### config.mk
export PLATFORM = sky130hd
export DESIGN_NAME = regfile_write_arbiter
export DESIGN_NICKNAME = d
export VERILOG_FILES = /design/src/rtl/regfile_write_arbiter.sv
export SDC_FILE = /design/constraint.sdc
export NUM_CORES = 1
export LEC_CHECK = 0
export ABC_AREA = 1
export BUFFER_PORTS_ARGS = -buffer_cell sky130_fd_sc_hd__buf_2
export CORE_AREA = 2 2 123 125
export DETAILED_ROUTE_END_ITERATION = 8
export DIE_AREA = 0 0 125 127
export PLACE_DENSITY = 0.65
export SYNTH_ARGS = -nofsm -noshare
export SYNTH_HDL_FRONTEND = slang
export SYNTH_SLANG_ARGS = --single-unit
### constraint.sdc
create_clock -name clk -period 2.8 [get_ports clk]
set_clock_uncertainty 0.05 [all_clocks]
set_input_delay 0.14 -clock clk [delete_from_list [all_inputs] [get_ports clk]]
set_output_delay 0.14 -clock clk [all_outputs]
set_load 0.1 [all_outputs]
### src/rtl/regfile_write_arbiter.sv
// rtl/regfile_write_arbiter.sv - shares the register-file write port among two wb ports and a late-result port
module regfile_write_arbiter #(
    parameter int DATA_W       = 32,
    parameter int ADDR_W       = 5,
    parameter int STARVE_LIMIT = 8
) (
    input  logic              clk,
    input  logic              rst_n,
    input  logic              clk_en,
    input  logic              halt,
    input  logic              we1,
    input  logic [ADDR_W-1:0] tgt1,
    input  logic [DATA_W-1:0] data1,
    input  logic              we2,
    input  logic [ADDR_W-1:0] tgt2,
    input  logic [DATA_W-1:0] data2,
    input  logic              late_valid,
    input  logic [ADDR_W-1:0] late_tgt,
    input  logic [DATA_W-1:0] late_data,
    output logic              late_ready,
    output logic              stall_out,
    output logic              rf_we,
    output logic [ADDR_W-1:0] rf_waddr,
    output logic [DATA_W-1:0] rf_wdata
);

    localparam int CNT_W = $clog2(STARVE_LIMIT + 1);

    typedef enum logic {IDLE, DRAIN} state_t;

    state_t            state;
    state_t            next_state;
    logic [CNT_W-1:0]  starve_cnt;
    logic [ADDR_W-1:0] hold_tgt;
    logic [DATA_W-1:0] hold_data;

    logic              adv;
    logic              v1;
    logic              v2;
    logic              starved;
    logic              dual_split;
    logic              sel_we;
    logic [ADDR_W-1:0] sel_addr;
    logic [DATA_W-1:0] sel_data;
    logic              cap_hold;

    // r0 is never a real write target, so zero targets count as no request
    assign adv        = clk_en && !halt;
    assign v1         = we1 && (tgt1 != '0) && adv;
    assign v2         = we2 && (tgt2 != '0) && adv;
    assign starved    = (starve_cnt == CNT_W'(STARVE_LIMIT)) && late_valid;
    assign dual_split = v1 && v2 && (tgt1 != tgt2);

    // State register
    always_ff @(posedge clk or negedge rst_n) begin
        if (!rst_n) begin
            state <= IDLE;
        end else begin
            state <= next_state;
        end
    end

    // Next-state: a dual write to distinct registers needs one extra cycle to drain port 2
    always_comb begin
        next_state = state;
        if (clk_en) begin
            case (state)
                IDLE:    if (!starved && dual_split) next_state = DRAIN;
                DRAIN:   next_state = IDLE;
                default: next_state = IDLE;
            endcase
        end
    end

    // Output/select: picks the write source for this cycle and drives the handshakes
    always_comb begin
        sel_we     = 1'b0;
        sel_addr   = '0;
        sel_data   = '0;
        cap_hold   = 1'b0;
        late_ready = 1'b0;
        stall_out  = 1'b0;
        if (rst_n && clk_en) begin
            case (state)
                IDLE: begin
                    if (starved) begin
                        // wb ports lose this cycle; stalling makes the pipeline re-present them
                        late_ready = 1'b1;
                        stall_out  = adv;
                        sel_we     = (late_tgt != '0);
                        sel_addr   = late_tgt;
                        sel_data   = late_data;
                    end else if (dual_split) begin
                        stall_out  = 1'b1;
                        cap_hold   = 1'b1;
                        sel_we     = 1'b1;
                        sel_addr   = tgt1;
                        sel_data   = data1;
                    end else if (v1) begin
                        sel_we     = 1'b1;
                        sel_addr   = tgt1;
                        sel_data   = data1;
                    end else if (v2) begin
                        sel_we     = 1'b1;
                        sel_addr   = tgt2;
                        sel_data   = data2;
                    end else if (late_valid) begin
                        late_ready = 1'b1;
                        sel_we     = (late_tgt != '0);
                        sel_addr   = late_tgt;
                        sel_data   = late_data;
                    end
                end
                DRAIN: begin
                    // wb inputs now carry the replayed instruction and are ignored
                    sel_we   = 1'b1;
                    sel_addr = hold_tgt;
                    sel_data = hold_data;
                end
                default: ;
            endcase
        end
    end

    // Register-file write stage: one-cycle pulse per selected write, address/data held otherwise
    always_ff @(posedge clk or negedge rst_n) begin
        if (!rst_n) begin
            rf_we    <= 1'b0;
            rf_waddr <= '0;
            rf_wdata <= '0;
        end else if (sel_we) begin
            rf_we    <= 1'b1;
            rf_waddr <= sel_addr;
            rf_wdata <= sel_data;
        end else begin
            rf_we    <= 1'b0;
        end
    end

    // Hold entry for the deferred port-2 write
    always_ff @(posedge clk or negedge rst_n) begin
        if (!rst_n) begin
            hold_tgt  <= '0;
            hold_data <= '0;
        end else if (cap_hold) begin
            hold_tgt  <= tgt2;
            hold_data <= data2;
        end
    end

    // Starvation counter: counts cycles a late beat waits, saturating at the limit
    always_ff @(posedge clk or negedge rst_n) begin
        if (!rst_n) begin
            starve_cnt <= '0;
        end else if (clk_en) begin
            if (late_ready) begin
                starve_cnt <= '0;
            end else if (late_valid && (starve_cnt != CNT_W'(STARVE_LIMIT))) begin
                starve_cnt <= starve_cnt + CNT_W'(1);
            end
        end
    end

endmodule
==> flow_metrics.tcl, run 1 <==
set metrics [dict create \
    run_status "finished, final reports clean" \
    fp-row-count 44 \
    period_needed_ns 2.56 \
    cts_inserted_buffers 9 \
    syn_inst 726 \
    worstSetupPathType "reg -> out" \
    final_hold_viol_count 0 \
    post-synth-top-area-cell "sky130_fd_sc_hd__dfrtp_1" \
    layout.nets 984 \
    grt-ovfl-total 0 \
    seq_area_frac_synth_pct 41.3 \
    sequential_cell_area_mm2 0.00200 \
    dp_hpwl_um 9740 \
    vias 4959 \
    cts_htree_levels 3 \
    core-area_mm2 0.0144 \
    cell_count_final_fillers_out 1053 \
    drt_wl_total_um 14000 \
    avgRoutedWirePerCell_um 13.3 \
    clock_latency_ns 0.34 \
    post_synth_main_area_contributors "sky130_fd_sc_hd__dfrtp_1 41%, sky130_fd_sc_hd__nand2_1 19%, sky130_fd_sc_hd__nand3_1 8.1%" \
    floorplan_die_height_um 127 \
    post-route-drc-count 0 \
    hold_path_class "in -> reg" \
    static-leakage-power_nw 3.72 \
    first_global_vias 4467 \
    postRouteAntennaNets 0 \
    cellPowerDensity_mw_per_mm2 683 \
    cts_tree "built" \
    synth_top_cell_area_share_pct 41.3 \
    fill_cell_total_of_the_finished_layout 1547 \
    ratio_of_routed_vias_to_standard_cells 4.71 \
    die_area_mm2 0.0159 \
    layout_commonest_cell "sky130_fd_sc_hd__nand2_1" \
    worst-slew-pin-transition_ns 0.873 \
    hold_ws_ns 0.0140 \
    cts-root-buf "sky130_fd_sc_hd__clkbuf_16" \
    die_width_um 125 \
    clk_path_buf_depth 2 \
    report.final.setup_viol 0 \
    synth_area_mm2 0.00484 \
    cap_viol_max_count 0 \
    vdd_drop_max_uv 255 \
    timing.critical_path.from_type "flip-flop" \
    critical_path_required_ns 2.61 \
    final_max_slew_viol_count 0 \
    ys_seq_elements 80 \
    ios 158 \
    gr-usage-all-layers_pct 17.6 \
    number_of_i_o_port_buffers 157 \
    firstDrtPassIters 5 \
    layout.cells.most_common_list "247 x sky130_fd_sc_hd__nand2_1, 154 x sky130_fd_sc_hd__buf_2, 88 x sky130_fd_sc_hd__inv_1" \
    dp_worst_setup_slack_ns 0.515 \
    first_iter_violations 344 \
    worstSetupEndpointType "output port" \
    gpl.final_weighted_congestion 0.815 \
    rsz0062_at_grt "false" \
    postSynthAreaPerCell_um2 6.67 \
    number_of_sinks_on_the_clock_net 80 \
    fmax_ghz 0.390 \
    post-route-period-util_pct 91.5 \
    start_util_pct 33.6 \
    dpl-instance-area_mm2 0.00579 \
    dpl.cell_count 1036 \
    drive_above_1_share_pct 22.7 \
    slew-limit-headroom_pct 41.8 \
    cp.arrival_ns 2.37 \
    number_of_antenna_violations_at_the_first_check_in_global_routing 0 \
    synthToLayoutAreaGrowth_pct 26.5 \
    grt_max_degree 75 \
    final_setup_slack_of_the_worst_path_ns 0.237 \
    synth.net_count 846 \
    finalInstanceArea_mm2 0.00612 \
    cts.repair_timing.setup_buffer_count 0 \
    clk_pin_slew_worst_paths_ns 0.06 \
    timing.critical_path.fanout_max 19 \
    synth.lib_cells_used.distinct 27 \
    grt_first_pass_wirelength_um 22900 \
    tns_setup_ns 0 \
    insertedDiodeCount 0 \
    yosysWarningCount 0 \
    multiInputGateArea_mm2 0.00229 \
]
-- sequential cells by signal, indices dropped and copies added, names as in the netlist --
register and cells:
hold_data 32, hold_tgt 5, rf_waddr 5, rf_wdata 32, rf_we 1, starve_cnt 4, state 1
-- worst max-delay path: stages (launching register included) --
cell and delay [ns]:
sky130_fd_sc_hd__dfrtp_1 0.34, sky130_fd_sc_hd__inv_1 0.07, sky130_fd_sc_hd__ha_1 0.24, sky130_fd_sc_hd__nand4_4 0.17, sky130_fd_sc_hd__nand3_2 0.41, sky130_fd_sc_hd__inv_1 0.19, sky130_fd_sc_hd__nand4_1 0.21, sky130_fd_sc_hd__o31ai_2 0.17
sky130_fd_sc_hd__buf_12 0.22
-- per-layer routing --
layer	vias up	part of all wire [%]	GRT usage (%)	wire, um
li1	2559	-	-	-
met1	2205	45	24.3	6350
met2	181	47	28.2	6520
met4	0	1.5	6.08	210
met5	-	0	0	0
met3	14	6.5	3.06	903
-- cell usage after synthesis (all sizes together) --
cell and instances:
nand4 38, nand3 80, nor3 1, dfrtp 80, o21ai 43, buf 27
or2 1, a21oi 5, nand2 249, clkbuf 18, inv 89, a21boi 1
o31ai 1, xnor2 1, ha 2, nor2 85, xor2 4, nand3b 1
-- repair_timing --
| action | CTS | global route |
|---|---|---|
| setup endpoints to repair | 0 | 0 |
| resized for setup | 0 | 0 |
| hold buffers | 1 | 0 |
| endpoints found under the hold margin | 12 | 0 |
-- kinds of logic after synthesis --
logic type	after synthesis	synth area share [%]
and+or+nand+nor	455	40.3
adders and majority gates	2	0.517
buffers and inverters	134	11.6
AOI/OAI and AO/OA	50	5.27
DFF	80	41.3
xor gates and xnor gates	5	0.904
-- worst paths after layout --
check | from | endpoint | slack [ns] | cells past startpoint
max reg2reg | starve_cnt[0]$_DFFE_PN0P_ | hold_data[10]$_DFFE_PN0P_ | 0.48 | 8
max | starve_cnt[0]$_DFFE_PN0P_ | stall_out | 0.24 | 8
min in group asynchronous | rst_n | rf_wdata[30]$_DFFE_PN0P_ | 0.14 | 2
min | data2[8] | hold_data[8]$_DFFE_PN0P_ | 0.01 | 3
min reg2reg | rf_wdata[16]$_DFFE_PN0P_ | rf_wdata[16]$_DFFE_PN0P_ | 0.43 | 2
max in group asynchronous | rst_n | rf_wdata[14]$_DFFE_PN0P_ | 1.44 | 3
-- report_power, final --
group | internal, mW | switching, mW | leakage, nW
registers | 1.32 | 0.0994 | 1.06
logic | 0.307 | 1.18 | 2.51
clock network | 0.804 | 0.476 | 0.152
-- cell type report --
type                       count  area share [%]
clock buffer                  11            3.96
clock inverter                 5            1.31
inverter                      89            5.45
multi-input combinational    512            37.4
sequential                    80            32.7
tap                          184            3.76
timing repair buffer         172            15.4
-- per-stage QoR --
| stage | power (mW) | util, % |
|---|---|---|
| after CTS | 4.23 | 42.5 |
| after global placement | 2.92 | 40.2 |
| after detailed placement | 2.93 | 40.2 |
| final | 4.18 | 42.5 |
| after global routing | 4.39 | 42.5 |
| after floorplan | 2.58 | - |
Power figures use the tool's default switching activity.
==> run 2: changes to the inputs <==
PLACE_DENSITY = 0.52   (was 0.65)
==> run 2 against run 1 <==
  * Sequential share of layout area barely moved
  * Die area did not move
  * Core utilization barely moved
  * Critical path depth did not move
  * Via count fell by 2.6%
  * Worst setup slack improved by 0.0066 ns
  * Non-clock buffer count fell by 1
  * Design area barely moved
  * Power fell by 3.1%
  * Flip-flop and latch count did not move
  * First-iteration DRC count rose by 9.0%
  * Critical endpoint is now late_ready
==> flow_metrics.tcl, run 2 (synthesis results as in run 1) <==
set metrics [dict create \
    run_status "finished, final reports clean" \
    cts_repair_resize_count 0 \
    timing.critical_path.from_type "flip-flop" \
    report.final.setup_viol 0 \
    cts_inserted_buffers 9 \
    critical_path_required_ns 2.61 \
    grt_first_pass_wirelength_um 23400 \
    slew-limit-headroom_pct 43.5 \
    cts.repair_timing.setup_buffer_count 0 \
    die_area_mm2 0.0159 \
    cp.arrival_ns 2.37 \
    number_of_sinks_on_the_clock_net 80 \
    synthToLayoutAreaGrowth_pct 26.4 \
    final_hold_viol_count 0 \
    cellPowerDensity_mw_per_mm2 662 \
    vdd_drop_max_uv 294 \
    worst-slew-pin-transition_ns 0.848 \
    floorplan_die_height_um 127 \
    worstSetupEndpointType "output port" \
    timing.critical_path.cells "inv_1 -> ha_1 -> nand4_4 -> nand3_2 -> buf_4 -> nand4_1 -> inv_1 -> buf_12" \
    post-route-drc-count 0 \
    number_of_antenna_violations_at_the_first_check_in_global_routing 0 \
    crit_path_top_delay_cell "sky130_fd_sc_hd__buf_4" \
    vias 4828 \
    grt_use_met3_pct 2.85 \
    hold_path_class "in -> reg" \
    dp_hpwl_um 9670 \
    rsz0062_at_grt "false" \
    worstSetupPathType "reg -> out" \
    critPathMostFrequentCell "sky130_fd_sc_hd__inv_1" \
    first_global_vias 4634 \
    grt_use_met1_pct 25.3 \
    fp-row-count 44 \
    cts-root-buf "sky130_fd_sc_hd__clkbuf_16" \
    clk_path_buf_depth 2 \
    avgRoutedWirePerCell_um 13.3 \
    gr-usage-all-layers_pct 18.2 \
    dpl-instance-area_mm2 0.00582 \
    layout.nets 983 \
    tns_setup_ns 0 \
    cts_htree_levels 3 \
    period_needed_ns 2.56 \
    drive_above_1_share_pct 22.6 \
    cp.buffers_inverters 4 \
    core-area_mm2 0.0144 \
    grt_util_met2_pct 29.3 \
    grt_max_degree 75 \
    clock_latency_ns 0.33 \
    cts_tree "built" \
    drt_wl_total_um 14000 \
    first_iter_violations 375 \
    ios 158 \
    post-route-period-util_pct 91.3 \
    timing.critical_path.max_delay_family "buffers and inverters" \
    busiest_layer "met2" \
    insertedDiodeCount 0 \
    timing.critical_path.fanout_max 36 \
    cap_viol_max_count 0 \
    die_width_um 125 \
    grt-ovfl-total 0 \
    ratio_of_routed_vias_to_standard_cells 4.59 \
    number_of_i_o_port_buffers 157 \
    firstDrtPassIters 5 \
    cts_hold_buffers 1 \
    dpl.cell_count 1035 \
    hold_ws_ns 0.0160 \
    postRouteAntennaNets 0 \
    cell_count_final_fillers_out 1052 \
    fmax_ghz 0.391 \
    gpl.final_weighted_congestion 0.838 \
    static-leakage-power_nw 3.72 \
    clk_pin_slew_worst_paths_ns 0.06 \
    final_max_slew_viol_count 0 \
    reg.largest.list "hold_data: 32 flops, rf_wdata: 32 flops" \
    layout.cells.most_common_list "247 x sky130_fd_sc_hd__nand2_1, 154 x sky130_fd_sc_hd__buf_2, 88 x sky130_fd_sc_hd__inv_1" \
    layout.core_utilization_pct 42.4 \
    start_util_pct 33.6 \
    timing.critical_path.slowest_cell_delay_ns 0.39 \
    dp_worst_setup_slack_ns 0.547 \
    finalInstanceArea_mm2 0.00612 \
    final_setup_slack_of_the_worst_path_ns 0.244 \
    power.total_mw 4.05 \
    layout_commonest_cell "sky130_fd_sc_hd__nand2_1" \
]
-- run 2: cell types whose count changed in the layout (fill, tap and decap cells not counted) --
cell / change
sky130_fd_sc_hd__buf_4: -4
sky130_fd_sc_hd__buf_12: +3
sky130_fd_sc_hd__clkinv_2: +2
sky130_fd_sc_hd__bufinv_16: -1
sky130_fd_sc_hd__clkbuf_8: -1
-- run 2: layout make-up --
| cell class | count | area (um2) |
|---|---|---|
| multi-input cells | 512 | 2290 |
| clock inverters | 6 | 60.1 |
| inverters | 89 | 334 |
| fillers | 1592 | 8300 |
| clock buffers | 10 | 229 |
| well taps | 184 | 230 |
| repair buffers | 171 | 976 |
| flip-flops and latches | 80 | 2000 |
-- run 2: layer usage --
metal,vias up,share of wire (%)
met5,-,0
met4,0,1.2
met3,14,4.9
met2,145,47
met1,2119,47
li1,2550,-
-- run 2: where the power goes --
part / switching [mW] / internal [mW]
registers: 0.0966 / 1.32
clock network: 0.463 / 0.686
logic: 1.17 / 0.312
total: 1.73 / 2.32
-- run 2: worst paths after layout --
| path | start | end | slack [ns] | cells past startpoint |
|---|---|---|---|---|
| setup / recovery | starve_cnt[0]$_DFFE_PN0P_ | late_ready | 0.24 | 8 |
| hold / removal | data2[20] | hold_data[20]$_DFFE_PN0P_ | 0.02 | 3 |
| setup reg to reg | starve_cnt[0]$_DFFE_PN0P_ | rf_wdata[1]$_DFFE_PN0P_ | 0.55 | 11 |
| hold reg to reg | rf_wdata[16]$_DFFE_PN0P_ | rf_wdata[16]$_DFFE_PN0P_ | 0.42 | 2 |
| max in group asynchronous | rst_n | hold_data[24]$_DFFE_PN0P_ | 1.43 | 3 |
| min in group asynchronous | rst_n | rf_wdata[28]$_DFFE_PN0P_ | 0.16 | 2 |
-- run 2: worst reg2reg max path, delay by kind of cell, from the launching register on --
kind,cells,cell delay [ns]
fa+ha+maj,1,0.22
buf+inv,3,0.76
flops,1,0.37
simple gates,7,0.73
==> run 3: changes to the inputs <==
PLACE_DENSITY = 0.55   (was 0.52)
clock period = 2.15 ns   (was 2.8 ns; I/O delays follow)
==> run 3 against run 2 <==
  * Combinational power increased by 34%
  * Critical endpoint is now stall_out
  * Non-clock buffer count increased by 24
  * Global-route usage increased by 1.1 points
  * Core utilization increased by 2.1 points
  * First-iteration DRC count increased by 3.2%
  * Clock-buffer cell count unchanged
  * Sequential power increased by 30%
  * Flip-flop and latch count unchanged
==> flow_metrics.tcl, run 3 (synthesis results as in run 1) <==
set metrics [dict create \
    timing.critical_path.fanout_max 6 \
    dp_worst_setup_slack_ns 0.0801 \
    fmax_ghz 0.483 \
    fp-row-count 44 \
    cts_inserted_buffers 9 \
    timing.critical_path.max_delay_family "buffers and inverters" \
    final_max_slew_viol_count 0 \
    post-route-period-util_pct 96.3 \
    grt-ovfl-total 0 \
    cp.arrival_ns 1.91 \
    firstDrtPassIters 5 \
    worstSetupPathType "reg -> out" \
    cap_viol_max_count 0 \
    run_status "finished, final reports clean" \
    layout_commonest_cell "sky130_fd_sc_hd__nand2_1" \
    insertedDiodeCount 0 \
    timing.critical_path.from_type "flip-flop" \
    final_hold_viol_count 0 \
    number_of_antenna_violations_at_the_first_check_in_global_routing 0 \
    tns_setup_ns 0 \
    number_of_i_o_port_buffers 157 \
    grt_max_degree 59 \
    timing.critical_path.cells "inv_1 -> ha_4 -> nand4_4 -> nand3_4 -> inv_1 -> nand4_1 -> buf_12 -> o31ai_4 -> buf_12" \
    critical_path_required_ns 1.99 \
    vias 5063 \
    crit_path_top_delay_cell "sky130_fd_sc_hd__dfrtp_1" \
    floorplan_die_height_um 127 \
    gpl.final_weighted_congestion 0.812 \
    cts-root-buf "sky130_fd_sc_hd__clkbuf_16" \
    drive_above_1_share_pct 24.6 \
    number_of_sinks_on_the_clock_net 80 \
    synthToLayoutAreaGrowth_pct 32.8 \
    timing.critical_path.slowest_cell_delay_ns 0.38 \
    cellPowerDensity_mw_per_mm2 862 \
    static-leakage-power_nw 3.87 \
    hold_path_class "in -> reg" \
    die_area_mm2 0.0159 \
    cp.buffers_inverters 4 \
    gr-usage-all-layers_pct 19.3 \
    first_global_vias 4827 \
    die_width_um 125 \
    period_needed_ns 2.07 \
    layout.cells.most_common_list "246 x sky130_fd_sc_hd__nand2_1, 154 x sky130_fd_sc_hd__buf_2, 87 x sky130_fd_sc_hd__inv_1" \
    first_iter_violations 387 \
    avgRoutedWirePerCell_um 14.0 \
    cts_tree "built" \
    grt_first_pass_wirelength_um 25000 \
    clock_latency_ns 0.33 \
    hold_ws_ns 0.00611 \
    layout.nets 1007 \
    ios 158 \
    dp_hpwl_um 10000 \
    clk_path_buf_depth 2 \
    worstSetupEndpointType "output port" \
    drt_wl_total_um 15100 \
    slew-limit-headroom_pct 49.4 \
    worst-slew-pin-transition_ns 0.759 \
    core-area_mm2 0.0144 \
    ratio_of_routed_vias_to_standard_cells 4.71 \
    post-route-drc-count 0 \
    report.final.setup_viol 0 \
    vdd_drop_max_uv 325 \
    reg.largest.list "hold_data: 32 flops, rf_wdata: 32 flops" \
    postRouteAntennaNets 0 \
    clk_pin_slew_worst_paths_ns 0.06 \
    cts_htree_levels 3 \
    start_util_pct 33.6 \
    final_setup_slack_of_the_worst_path_ns 0.0806 \
]
-- run 3: cell count changes in the layout (fill, tap and decap cells not counted), sizes merged --
cell	before	now
dlygate4sd3	1	6
buf	170	188
bufbuf	0	1
bufinv	1	2
clkinv	3	2
-- run 3: timing repair --
action                                  4_1_cts  5_1_grt
endpoints found under the hold margin        27        0
buffers inserted                              3        8
endpoints found under the setup margin        2        2
gates cloned                                  2        0
hold buffers                                  6        0
pin swaps                                     1        4
resized for setup                             2        5
-- run 3: report_power, final --
part	total (mW)	internal (mW)	switching, mW
sequential	1.84	1.72	0.124
combinational	2.00	0.442	1.56
clock	1.70	1.05	0.642
total	5.54	3.22	2.33
-- run 3: layout make-up --
class | count | area [um2]
clock buffer | 10 | 239
clock inverter | 6 | 90.1
fill | 1550 | 8000
inverter | 89 | 338
multi-input combinational | 512 | 2330
sequential | 80 | 2000
tap | 184 | 230
timing repair buffer | 195 | 1200
-- run 3: routing by layer --
layer | up-vias | global-route usage [%] | wire, um
met5 | - | 0 | 0
met4 | 0 | 4.97 | 201
met3 | 18 | 2.97 | 817
met2 | 169 | 30.9 | 6850
met1 | 2284 | 27.4 | 7250
li1 | 2592 | - | -
-- run 3: worst paths after layout --
path,from,to,slack (ns),cells past startpoint
max,starve_cnt[1]$_DFFE_PN0P_,stall_out,0.08,9
min,data2[0],hold_data[0]$_DFFE_PN0P_,0.006,3
max reg2reg,starve_cnt[1]$_DFFE_PN0P_,hold_data[26]$_DFFE_PN0P_,0.10,11
min reg2reg,rf_waddr[2]$_DFFE_PN0P_,rf_waddr[2]$_DFFE_PN0P_,0.42,2
max in group asynchronous,rst_n,hold_data[29]$_DFFE_PN0P_,0.67,4
min in group asynchronous,rst_n,starve_cnt[3]$_DFFE_PN0P_,0.30,3
-- run 3: worst reg2reg max path: stages, from the launching register on --
cell,delay (ns)
sky130_fd_sc_hd__dfrtp_1,0.35
sky130_fd_sc_hd__inv_1,0.10
sky130_fd_sc_hd__ha_4,0.19
sky130_fd_sc_hd__nand4_4,0.10
sky130_fd_sc_hd__nand3_4,0.12
sky130_fd_sc_hd__inv_1,0.10
sky130_fd_sc_hd__nand4_1,0.17
sky130_fd_sc_hd__buf_4,0.19
sky130_fd_sc_hd__buf_4,0.14
sky130_fd_sc_hd__bufbuf_16,0.29
sky130_fd_sc_hd__nand2_1,0.06
sky130_fd_sc_hd__o21ai_0,0.07
-- run 3: stage by stage --
stage | cells | total power, mW | util [%] | area, um2
global route | 1076 | 5.83 | 44.6 | 6430
global placement | 1041 | 3.82 | 40.7 | 5870
detailed placement | 1041 | 3.83 | 40.7 | 5870
CTS | 1068 | 5.56 | 44.1 | 6360
floorplan | 726 | 3.36 | - | 4860
finish | 1076 | 5.54 | 44.6 | 6430
